<file path="src/rtl/flex_shift_pkg.sv">
`default_nettype none
// ============================================================================
// Module      : flex_shift_pkg
// Description : Shared types and helpers for the flexible shift register.
//               shift_mode_t : operation select (HOLD/SHIFT/LOAD/CLEAR)
//               cnt_width()  : bit-counter width for a given register width
// Revision    : 1.0 - initial release
// ============================================================================
package flex_shift_pkg;

    typedef enum logic [1:0] {
        HOLD  = 2'b00,
        SHIFT = 2'b01,
        LOAD  = 2'b10,
        CLEAR = 2'b11
    } shift_mode_t;

    // Counter must hold 0..WIDTH-1; never narrower than one bit.
    function automatic int cnt_width(input int width);
        int w;
        w = $clog2(width);
        return (w < 1) ? 1 : w;
    endfunction

endpackage : flex_shift_pkg
`default_nettype wire

</file>
<file path="src/rtl/shift_bit_counter.sv">
`default_nettype none
// ============================================================================
// Module      : shift_bit_counter
// Description : Modulo-WIDTH shift counter with a wrap indication.
//   clk   in   rising-edge clock
//   nrst  in   asynchronous active-low reset
//   inc   in   count one shift
//   clr   in   restart the frame (priority over inc)
//   count out  registered shifts completed in the current frame
//   wrap  out  combinational: this inc completes the frame
// Revision    : 1.0 - initial release
// ============================================================================
module shift_bit_counter #(
    parameter int WIDTH = 8,
    parameter int CNT_W = 3
) (
    input  logic             clk,
    input  logic             nrst,
    input  logic             inc,
    input  logic             clr,
    output logic [CNT_W-1:0] count,
    output logic             wrap
);

    localparam logic [CNT_W-1:0] c_MAX = CNT_W'(WIDTH - 1);

    logic [CNT_W-1:0] r_count;

    // Wrap is only meaningful when a shift actually happens this cycle.
    assign wrap  = inc && !clr && (r_count == c_MAX);
    assign count = r_count;

    always_ff @(posedge clk or negedge nrst) begin
        if (!nrst) begin
            r_count <= '0;
        end else if (clr) begin
            r_count <= '0;
        end else if (inc) begin
            r_count <= wrap ? '0 : r_count + 1'b1;
        end
    end

endmodule : shift_bit_counter
`default_nettype wire

</file>
<file path="src/rtl/flex_shift_reg.sv">
`default_nettype none
// ============================================================================
// Module      : flex_shift_reg
// Description : Parametrised bidirectional shift register with framed bit
//               counter, for serial peripherals (DAC, config chain).
//   clk          in   rising-edge clock
//   nrst         in   asynchronous active-low reset
//   mode_i       in   00 HOLD, 01 SHIFT, 10 LOAD, 11 CLEAR
//   D            in   serial input bit (SHIFT)
//   par_i        in   parallel load word (LOAD)
//   Q            out  registered contents
//   serial_o     out  next bit to leave (combinational from Q)
//   bit_cnt_o    out  registered shifts completed in the current frame
//   frame_done_o out  one-cycle registered pulse after the last frame shift
// Revision    : 1.0 - initial release
// ============================================================================
module flex_shift_reg
    import flex_shift_pkg::*;
#(
    parameter int               WIDTH       = 8,
    parameter bit               MSB_FIRST   = 1'b1,
    parameter logic [WIDTH-1:0] RESET_VALUE = '0
) (
    input  logic                          clk,
    input  logic                          nrst,
    input  logic [1:0]                    mode_i,
    input  logic                          D,
    input  logic [WIDTH-1:0]              par_i,
    output logic [WIDTH-1:0]              Q,
    output logic                          serial_o,
    output logic [cnt_width(WIDTH)-1:0]   bit_cnt_o,
    output logic                          frame_done_o
);

    localparam int c_CNT_W = cnt_width(WIDTH);

    shift_mode_t      w_mode;
    logic [WIDTH-1:0] r_q;
    logic [WIDTH-1:0] w_q_next;
    logic [WIDTH-1:0] w_shifted;
    logic             w_inc;
    logic             w_clr;
    logic             w_wrap;
    logic             r_frame_done;

    assign w_mode = shift_mode_t'(mode_i);

    // Shift direction is fixed at elaboration; only one path exists in hardware.
    generate
        if (MSB_FIRST) begin : g_msb_first
            assign w_shifted = {r_q[WIDTH-2:0], D};
            assign serial_o  = r_q[WIDTH-1];
        end else begin : g_lsb_first
            assign w_shifted = {D, r_q[WIDTH-1:1]};
            assign serial_o  = r_q[0];
        end
    endgenerate

    always_comb begin
        w_q_next = r_q;
        w_inc    = 1'b0;
        w_clr    = 1'b0;
        case (w_mode)
            SHIFT: begin
                w_q_next = w_shifted;
                w_inc    = 1'b1;
            end
            LOAD: begin
                w_q_next = par_i;
                w_clr    = 1'b1;
            end
            CLEAR: begin
                w_q_next = RESET_VALUE;
                w_clr    = 1'b1;
            end
            default: begin
                w_q_next = r_q;
            end
        endcase
    end

    shift_bit_counter #(
        .WIDTH (WIDTH),
        .CNT_W (c_CNT_W)
    ) u_bit_counter (
        .clk   (clk),
        .nrst  (nrst),
        .inc   (w_inc),
        .clr   (w_clr),
        .count (bit_cnt_o),
        .wrap  (w_wrap)
    );

    // Registering the wrap gives the pulse in the cycle after the last shift;
    // it drops automatically because wrap is only high on a wrapping shift.
    always_ff @(posedge clk or negedge nrst) begin
        if (!nrst) begin
            r_q          <= RESET_VALUE;
            r_frame_done <= 1'b0;
        end else begin
            r_q          <= w_q_next;
            r_frame_done <= w_wrap;
        end
    end

    assign Q            = r_q;
    assign frame_done_o = r_frame_done;

endmodule : flex_shift_reg
`default_nettype wire
</file>
<file path="config.mk">
export PLATFORM = sky130hd
export DESIGN_NAME = flex_shift_reg
export DESIGN_NICKNAME = d
export VERILOG_FILES = /design/src/rtl/flex_shift_pkg.sv /design/src/rtl/shift_bit_counter.sv /design/src/rtl/flex_shift_reg.sv
export SDC_FILE = /design/constraint.sdc
export NUM_CORES = 1
export LEC_CHECK = 0
export ABC_AREA = 1
export CAP_MARGIN = 20
export CORE_MARGIN = 2
export CORE_UTILIZATION = 34
export CTS_CLUSTER_DIAMETER = 100
export DETAILED_ROUTE_END_ITERATION = 7
export PLACE_DENSITY = 0.67
export SLEW_MARGIN = 20
export SYNTH_ARGS = -nofsm -noshare
export SYNTH_HDL_FRONTEND = slang
export SYNTH_SLANG_ARGS = --single-unit
</file>
<file path="constraint.sdc">
create_clock -name clk -period 1.2 [get_ports clk]
set_input_delay 0.18 -clock clk [delete_from_list [all_inputs] [get_ports clk]]
set_output_delay 0.18 -clock clk [all_outputs]
set_load 0.05 [all_outputs]
</file>
# After elaboration in Yosys (flattened, before gate mapping)
# Cells that the tools add are included.
[totals] mem_bits_ro=0 memories=0 output_inout_bits=13 ramBits=0 wordCells=20 latch_bits=0 register_bits=12 input_bits=13
[op_classes] n_mux=6 magnitude_cmp=0 addsub=1 reduce_logical=6 multipliers=0 div_mod_pow=0 shifts=0 n_eq_ne=4 n_bitwise=0
[ops] op="one-hot mux 8 bit (3 select lines)" n=1
[ops] op="two-way mux 3 bit" n=3
[ops] op="== test 2 bit (second input constant)" n=2
[ops] op="adder 3 x 1 -> 3 bit (second input constant)" n=1
[ops] op="== test 3 bit (second input constant)" n=1
[ops] op="nonzero test 3 bit" n=1
[ops] op="== test 2 x 1 -> 1 bit (second input constant)" n=1
[ops] op="logical AND 1 bit" n=2
[ops] op="two-way mux 1 bit" n=2
[ops] op="nonzero test 2 bit" n=1
[ops] op="OR reduction 2 bit" n=1
[ops] op="logical NOT 1 bit" n=1

# Logic depth before layout (Yosys ltp)
# Gate-level depths: netlist (run 1).
[logic_depth] word_depth=9 depth_mapped=6 mapped_depth_nobuf=6

# Modules after synthesis
# From an unflattened synthesis (run 1), not the netlist that was laid out.
[unflattened] cells_unflattened=70 hier_area_um2=683.2
[by_module_without_submodules] mod="flex_shift_reg" instances=1 area_each_um2=516.7 seq_area_each_um2=225.2 cells_per_inst=49
[by_module_without_submodules] mod="shift_bit_counter" instances=1 area_each_um2=166.4 seq_area_each_um2=75.1 cells_per_inst=21

# Worst setup path after synthesis (run 1)
# Ideal clock, no wire load.
[synth_timing] kind="flip-flop to flip-flop" startpoint="reg u_bit_counter.r_count[0] (netlist: u_bit_counter.count[0])" endpoint="reg u_bit_counter.r_count[2] (netlist: u_bit_counter.count[2])" arrival_time_ns=1.276 setup_time_ns=0.118 required_ns=1.082 setup_slack_ns=-0.194 synth_period_minus_slack_ns=1.394 n_path_buf=0 stages_incl_launch_ff=7 path_cell_list="dfrtp_1 > ha_1 > ha_1 > inv_1 > nor2_1 > nand2_1 > nand2_1"
[synth_between] elab_chain_len=5 elab_cells_between_ends=6 classes_between="1 x add/sub; 1 x eq/ne; 3 x mux; 1 x reduce/logical"
[synth_lines] element="from (decl)" line="shift_bit_counter.sv:27" source="logic [CNT_W-1:0] r_count;"
[synth_lines] element="from (signal assigned)" line="shift_bit_counter.sv:39" source="r_count <= wrap ? '0 : r_count + 1'b1;"
[synth_lines] element="branches (longest 2 deep; another with adder 3 x 1 -> 3 bit)"
[synth_lines] element="two-way mux 3 bit (*)" line="shift_bit_counter.sv:39"
[synth_lines] element="two-way mux 3 bit (*)" line="shift_bit_counter.sv:38" source="end else if (inc) begin"
[synth_lines] element="two-way mux 3 bit (*)" line="shift_bit_counter.sv:36" source="end else if (clr) begin"
# Every way passes the cells marked *. The select of a mux whose other input is x is not followed.
# A chain may end at the register's enable or synchronous reset.

# Final worst setup path (run 1)
[layout_timing] startpoint="reg u_bit_counter.r_count[1] (netlist: u_bit_counter.count[1])" endpoint="out bit_cnt_o[1]"
[layout_rtl] element="to (decl)" line="flex_shift_reg.sv:31" source="output logic [cnt_width(WIDTH)-1:0] bit_cnt_o,"
# No word-level cell between the ends.

==> results.md, run 1 <==
- Outcome: complete, no violations
- Hold WC Path Type: in -> async
- Arrival time worst endpoint: 1000 ps
- Largest net degree at the start of global routing: 13
- Place WS: -274 ps
- Max cap viols: 0
- Crit Path Max Fanout: 3
- Layout cells sized above 1: 32.0%
- Clock Sinks: 12
- Via total after detailed routing: 590
- Worst slew pin tran: 434 ps
- Fin Clk Skew: 3.84 ps
- DR pass1 iterations: 5
- Initial antenna violation count: 0
- # nets final: 116
- RSZ-0062 raised after global routing: yes
- Ant. Diodes: 0
- CTS tree: done
- Hold_buf cts: 0
- Cells after Synth: 69
- Crit share post-route: 98.0%
- Mapped Area: 596 µm²
- Max VDD drop: 0.557 mV
- Vias in the first global route: 582
- Htree depth: 1
- CP Data Required Time: 1020 ps
- Clk buf depth: 2
- Reg-to-reg slack, setup: 70 ps
- Gpl congestion: 0.805
- Worst-path clk slew: 80 ps
- Clk Latency, worst-skew pair: 270 ps
- Placed instance area: 1010 µm²
- Crit path kind: reg -> out
- WL/cell: 12.5 µm
- Design Area, Final: 1070 µm²
- R2R Path Start: u_bit_counter.count[1]
- Overall Global Routing Usage: 16.2%
- Layout area overhead: 80.5%
- CTS buffer count: 3
- Final Power: 1.20 mW
- Setup ws final: 23.5 ps
- Total grt overflow: 0
- Max-slew violations: 0
- DRT antenna net count: 0
- Row cnt: 15
- Critical path capture point type: primary output
- Fmax: 850 MHz
- Initial core utilization: 35.3%
- Core box area: 1690 µm²
- # setup viols final: 0
- Seq cells post-synth: 12
- Die H: 45.9 µm
- Port bufs: 25
- DRC errors left: 0
- Tmin final: 1180 ps
- First-pass GRT wire length: 2.46 mm
- Seq/Total Area, Yosys: 50.4%
- Leakage power: 0.500 nW
- FILL cells: 148
- Vias per inst: 5.04
- Die area: 2100 µm²
- Max_slew headroom: 71.1%
- Final hold vios: 0
- Detailed-route wire length: 1.46 mm
- Netlist cell types: 11
- Crit path launch: u_bit_counter.count[1]
- Avg Cell Area, Syn: 8.63 µm²
- Initial DRC Count: 13
- Dpl hpwl: 1.10 mm
- Yosys warns: 0
- Synthesized net count: 84
- IO Pins: 26
- Root Driver: clkbuf_4
- Startpoint type of the worst setup path: flop
- Cell Pwr Density: 1110 nW/µm²
- Die Span X: 45.9 µm
==> metrics by stage <==
stage	TNS [ps]	hold slack, ps	utilization, %	instances
floorplan	-21.4	-116	-	69
global placement	-2050	496	60.0	110
detailed placement	-2470	506	60.0	110
CTS	0	214	62.1	114
global route	-25.4	221	63.6	117
finish	0	213	63.6	117
==> critical path, stage by stage (launching register included) <==
cell,delay (ps)
dfrtp_2,440
buf_4,150
buf_12,140
==> sequential cells by signal, indices dropped and copies added, names as in the netlist <==
| signal | flops |
|---|---|
| u_bit_counter.count | 3 |
| frame_done_o | 1 |
| Q | 8 |
==> synthesized netlist by cell type <==
library cell,instances,area share (%)
and3_1,1,1.1
dfrtp_1,12,50
ha_1,2,4.2
inv_4,2,2.1
inv_1,2,1.3
nor2_1,4,2.5
nor2_4,1,1.9
buf_6,1,1.9
nand3_1,24,20
nand2_1,17,11
buf_4,3,3.8
==> layout make-up <==
class                   instances  area, µm²  share of cell area (%)
multi-input cells              49        269                    25.0
flip-flops and latches         12        303                    28.2
repair buffers                 31        425                    39.6
well taps                      17       21.3                    1.98
clock buffers                   4       36.3                    3.38
inverters                       4       20.0                    1.86
==> cells in the final DEF, fill, tap and decap left out <==
cell type / n
buf_12: 13
clkbuf_8: 1
and3_1: 1
inv_4: 2
clkdlybuf4s50_1: 12
buf_4: 6
nand2_1: 17
nor2_4: 1
nand3_1: 24
dfrtp_2: 2
ha_4: 2
nor2_2: 1
clkbuf_4: 3
inv_2: 1
nor2_1: 3
dfrtp_1: 10
inv_1: 1
==> worst paths after layout <==
path,depth (start not counted),to
max,2,bit_cnt_o[1]
min,2,Q[5]
max reg2reg,6,u_bit_counter.count[2]
min reg2reg,2,u_bit_counter.count[1]
max in group asynchronous,2,u_bit_counter.count[0]
min in group clk,3,Q[3]
==> repair_timing <==
item	4_1_cts	5_1_grt
gates resized for setup	0	2
setup buffers	0	3
endpoints found under the setup margin	0	11
==> power by group <==
part / internal [mW] / switching, mW / leakage (nW)
registers: 0.435 / 0.0431 / 0.155
clock network: 0.184 / 0.130 / 0.0210
logic: 0.202 / 0.203 / 0.323
==> per-layer routing <==
metal / global-route usage, % / vias to the layer above / share of wire, %
met3: 1.19 / 2 / 3.8
met1: 19.7 / 281 / 43
met2: 28.1 / 17 / 51
met4: 8.57 / 0 / 1.2
met5: 0 / - / 0
li1: - / 290 / -
==> kinds of logic (layout without fill, tap and decap cells) <==
| kind of cell | after synthesis | in the layout | synth area share (%) |
|---|---|---|---|
| buffers and inverters | 8 | 39 | 9.03 |
| adders and majority gates | 2 | 2 | 4.20 |
| and+or+nand+nor | 47 | 47 | 36.3 |
| DFF | 12 | 12 | 50.4 |
Note: power is estimated with default switching activity, not from simulation.
==> inputs of run 2 (changes only) <==
--- a/config.mk
+++ b/config.mk
@@ -6,8 +6,7 @@
 export NUM_CORES = 1
 export LEC_CHECK = 0
 export ABC_AREA = 1
-export CAP_MARGIN = 20
-export CORE_MARGIN = 2
+export CAP_MARGIN = 0
 export CORE_UTILIZATION = 34
 export CTS_CLUSTER_DIAMETER = 100
 export DETAILED_ROUTE_END_ITERATION = 7
==> run 2 against run 1 <==
Non-clock buffer count fell by 3. Via count is 2.0% lower. Final area shrank 2.9%. Maximum frequency fell by 0.58%. Critical path depth increased by 4. Clock power decreased by 13%. Hold slack got worse by 24 ps. Clock-buffer cell count stayed put. Critical path type is now reg -> reg. Largest power group unchanged.
==> results.md, run 2 (synthesis results as in run 1) <==
- Cell Pwr Density: 1100 nW/µm² (-1.6%)
- Arrival time worst endpoint: 1400 ps (+400 ps)
- Placed instance area: 1010 µm² (-0.12%)
- Most frequent cells in the layout: nand3_1 (24), nand2_1 (17), buf_12 (13)
- Design Area, Final: 1040 µm² (-2.9%)
- Crit path max-delay family: flip-flops
- Vias per inst: 5.12 (+1.4%)
- Clk Latency, worst-skew pair: 280 ps (about the same)
- CTS buffer count: 3 (unchanged)
- Htree depth: 1 (unchanged)
- Fmax: 845 MHz (-0.58%)
- CTS tree: done
- FF-to-FF path depth: 6 (unchanged)
- Initial DRC Count: 20 (+7)
- Tmin final: 1180 ps (+6.87 ps)
- Gpl congestion: 0.767 (-4.7%)
- Max-slew violations: 0 (unchanged)
- Critical path capture point type: flop
- Detailed-route wire length: 1.43 mm (-2.3%)
- FF-to-FF End: u_bit_counter.count[2]
- Largest register FFs: 8 (unchanged)
- Die H: 43.9 µm (-4.4%)
- Max cap viols: 0 (unchanged)
- Post-CTS Setup Bufs: 0 (unchanged)
- CP cell instances: ha_4 > ha_4 > inv_2 > nor2_2 > nand2_1 > nand2_1
- Setup ws final: 16.7 ps (-6.87 ps)
- Vias in the first global route: 504 (-13%)
- Clock Sinks: 12 (unchanged)
- DRC errors left: 0 (unchanged)
- Worst slew pin tran: 397 ps (-36.6 ps)
- Hold_buf cts: 0 (unchanged)
- Initial antenna violation count: 0 (unchanged)
- Overall Global Routing Usage: 15.6% (-0.63 points)
- Initial core utilization: 37.8% (+2.5 points)
- DR pass1 iterations: 6 (+1)
- Total grt overflow: 0 (unchanged)
- DRT antenna net count: 0 (unchanged)
- R2R Path Start: u_bit_counter.count[0]
- CP Buf/Inv Count: 1 (-1)
- Reg-to-reg slack, setup: 20 ps (-50 ps)
- Final Power: 1.14 mW (-4.4%)
- Row cnt: 14 (-1)
- WL/cell: 12.6 µm (+1.2%)
- Dpl hpwl: 1.01 mm (-7.8%)
- Outcome: complete, no violations
- Via total after detailed routing: 578 (-2.0%)
- Clk buf depth: 2 (unchanged)
- IO Pins: 26 (unchanged)
- Startpoint type of the worst setup path: flop
- Crit path kind: reg -> reg
- Die Span X: 43.9 µm (-4.4%)
- Final non-filler cell total: 113 (-3.4%)
- Layout cells sized above 1: 29.9% (-2.1 points)
- CP Data Required Time: 1420 ps (+400 ps)
- Core box area: 1580 µm² (-6.7%)
- Ant. Diodes: 0 (unchanged)
- Crit-path slowest cell: dfrtp_2
- Inst Count DP: 109 (-0.91%)
- Layout area overhead: 75.2%
- Most common cell after layout, fill and taps aside: nand3_1
- Worst-path clk slew: 90 ps (about the same)
- Port bufs: 25 (unchanged)
- Largest net degree at the start of global routing: 13 (unchanged)
- Root Driver: clkbuf_4
- RSZ-0062 raised after global routing: yes
- Leakage power: 0.478 nW (-4.4%)
- Place WS: -231 ps (+43.0 ps)
- Max_slew headroom: 73.5% (+2.4 points)
- Crit Path Max Fanout: 4 (+1)
- Final hold vios: 0 (unchanged)
- Final setup TNS: 0 ps (unchanged)
- Hold WC Path Type: in -> async
- # nets final: 113 (-2.6%)
- First-pass GRT wire length: 2.21 mm (-10%)
- Max VDD drop: 0.775 mV (+39%)
- Slowest cell delay on critical path: 460 ps (+20 ps)
- Fin Clk Skew: 8.64 ps (+4.80 ps)
- Crit share post-route: 98.6% (+0.57 points)
- # setup viols final: 0 (unchanged)
- Die area: 1920 µm² (-8.5%)
run 2: where the power goes:
group	leakage [nW]	internal (mW)	switching [mW]
sequential	0.155	0.435	0.0452
combinational	0.307	0.194	0.198
clock	0.0150	0.129	0.143
total	0.478	0.758	0.386
run 2: layout make-up:
| class | instances | area (µm²) |
|---|---|---|
| clock buffers | 4 | 26.3 |
| fillers | 121 | 533 |
| inverters | 4 | 20.0 |
| multi-input cells | 49 | 272 |
| flip-flops and latches | 12 | 303 |
| well taps | 16 | 20.0 |
| repair buffers | 28 | 403 |
run 2: layer usage:
layer	global-route usage, %	wire length, µm	vias up
met2	24.5	710	26
li1	-	-	288
met3	3.75	83	7
met1	21.0	611	257
met5	0	0	-
met4	5.45	20	0
run 2: timing repair:
item | CTS | global route
hold endpoints to repair | 0 | 0
gates resized for setup | 0 | 3
endpoints found under the setup margin | 0 | 11
run 2: worst max path at each step:
stage	to	depth (start not counted)	startpoint	slack (ps)
floorplan	u_bit_counter.count[2]	6	u_bit_counter.count[0]	-20
detailed placement	Q[6]	4	mode_i[0]	-230
global placement	u_bit_counter.count[0]	4	mode_i[0]	-190
CTS	Q[6]	4	mode_i[0]	40
global route	u_bit_counter.count[2]	6	u_bit_counter.count[0]	-30
finish	u_bit_counter.count[2]	6	u_bit_counter.count[0]	20
run 2: worst register-to-register path, delay by kind of cell, from the launching register on:
kind                     cells  cell delay, ps
flip-flops                   1             460
adder cells (fa/ha/maj)      2             430
AND/OR/NAND/NOR              3             210
buffers and inverters        1              30
run 2: through the flow:
stage	util, %	hold slack (ps)
final	66.2	190
after global routing	66.2	231
after CTS	65.9	202
after detailed placement	64.2	495
after global placement	64.2	497
after floorplan	-	-116
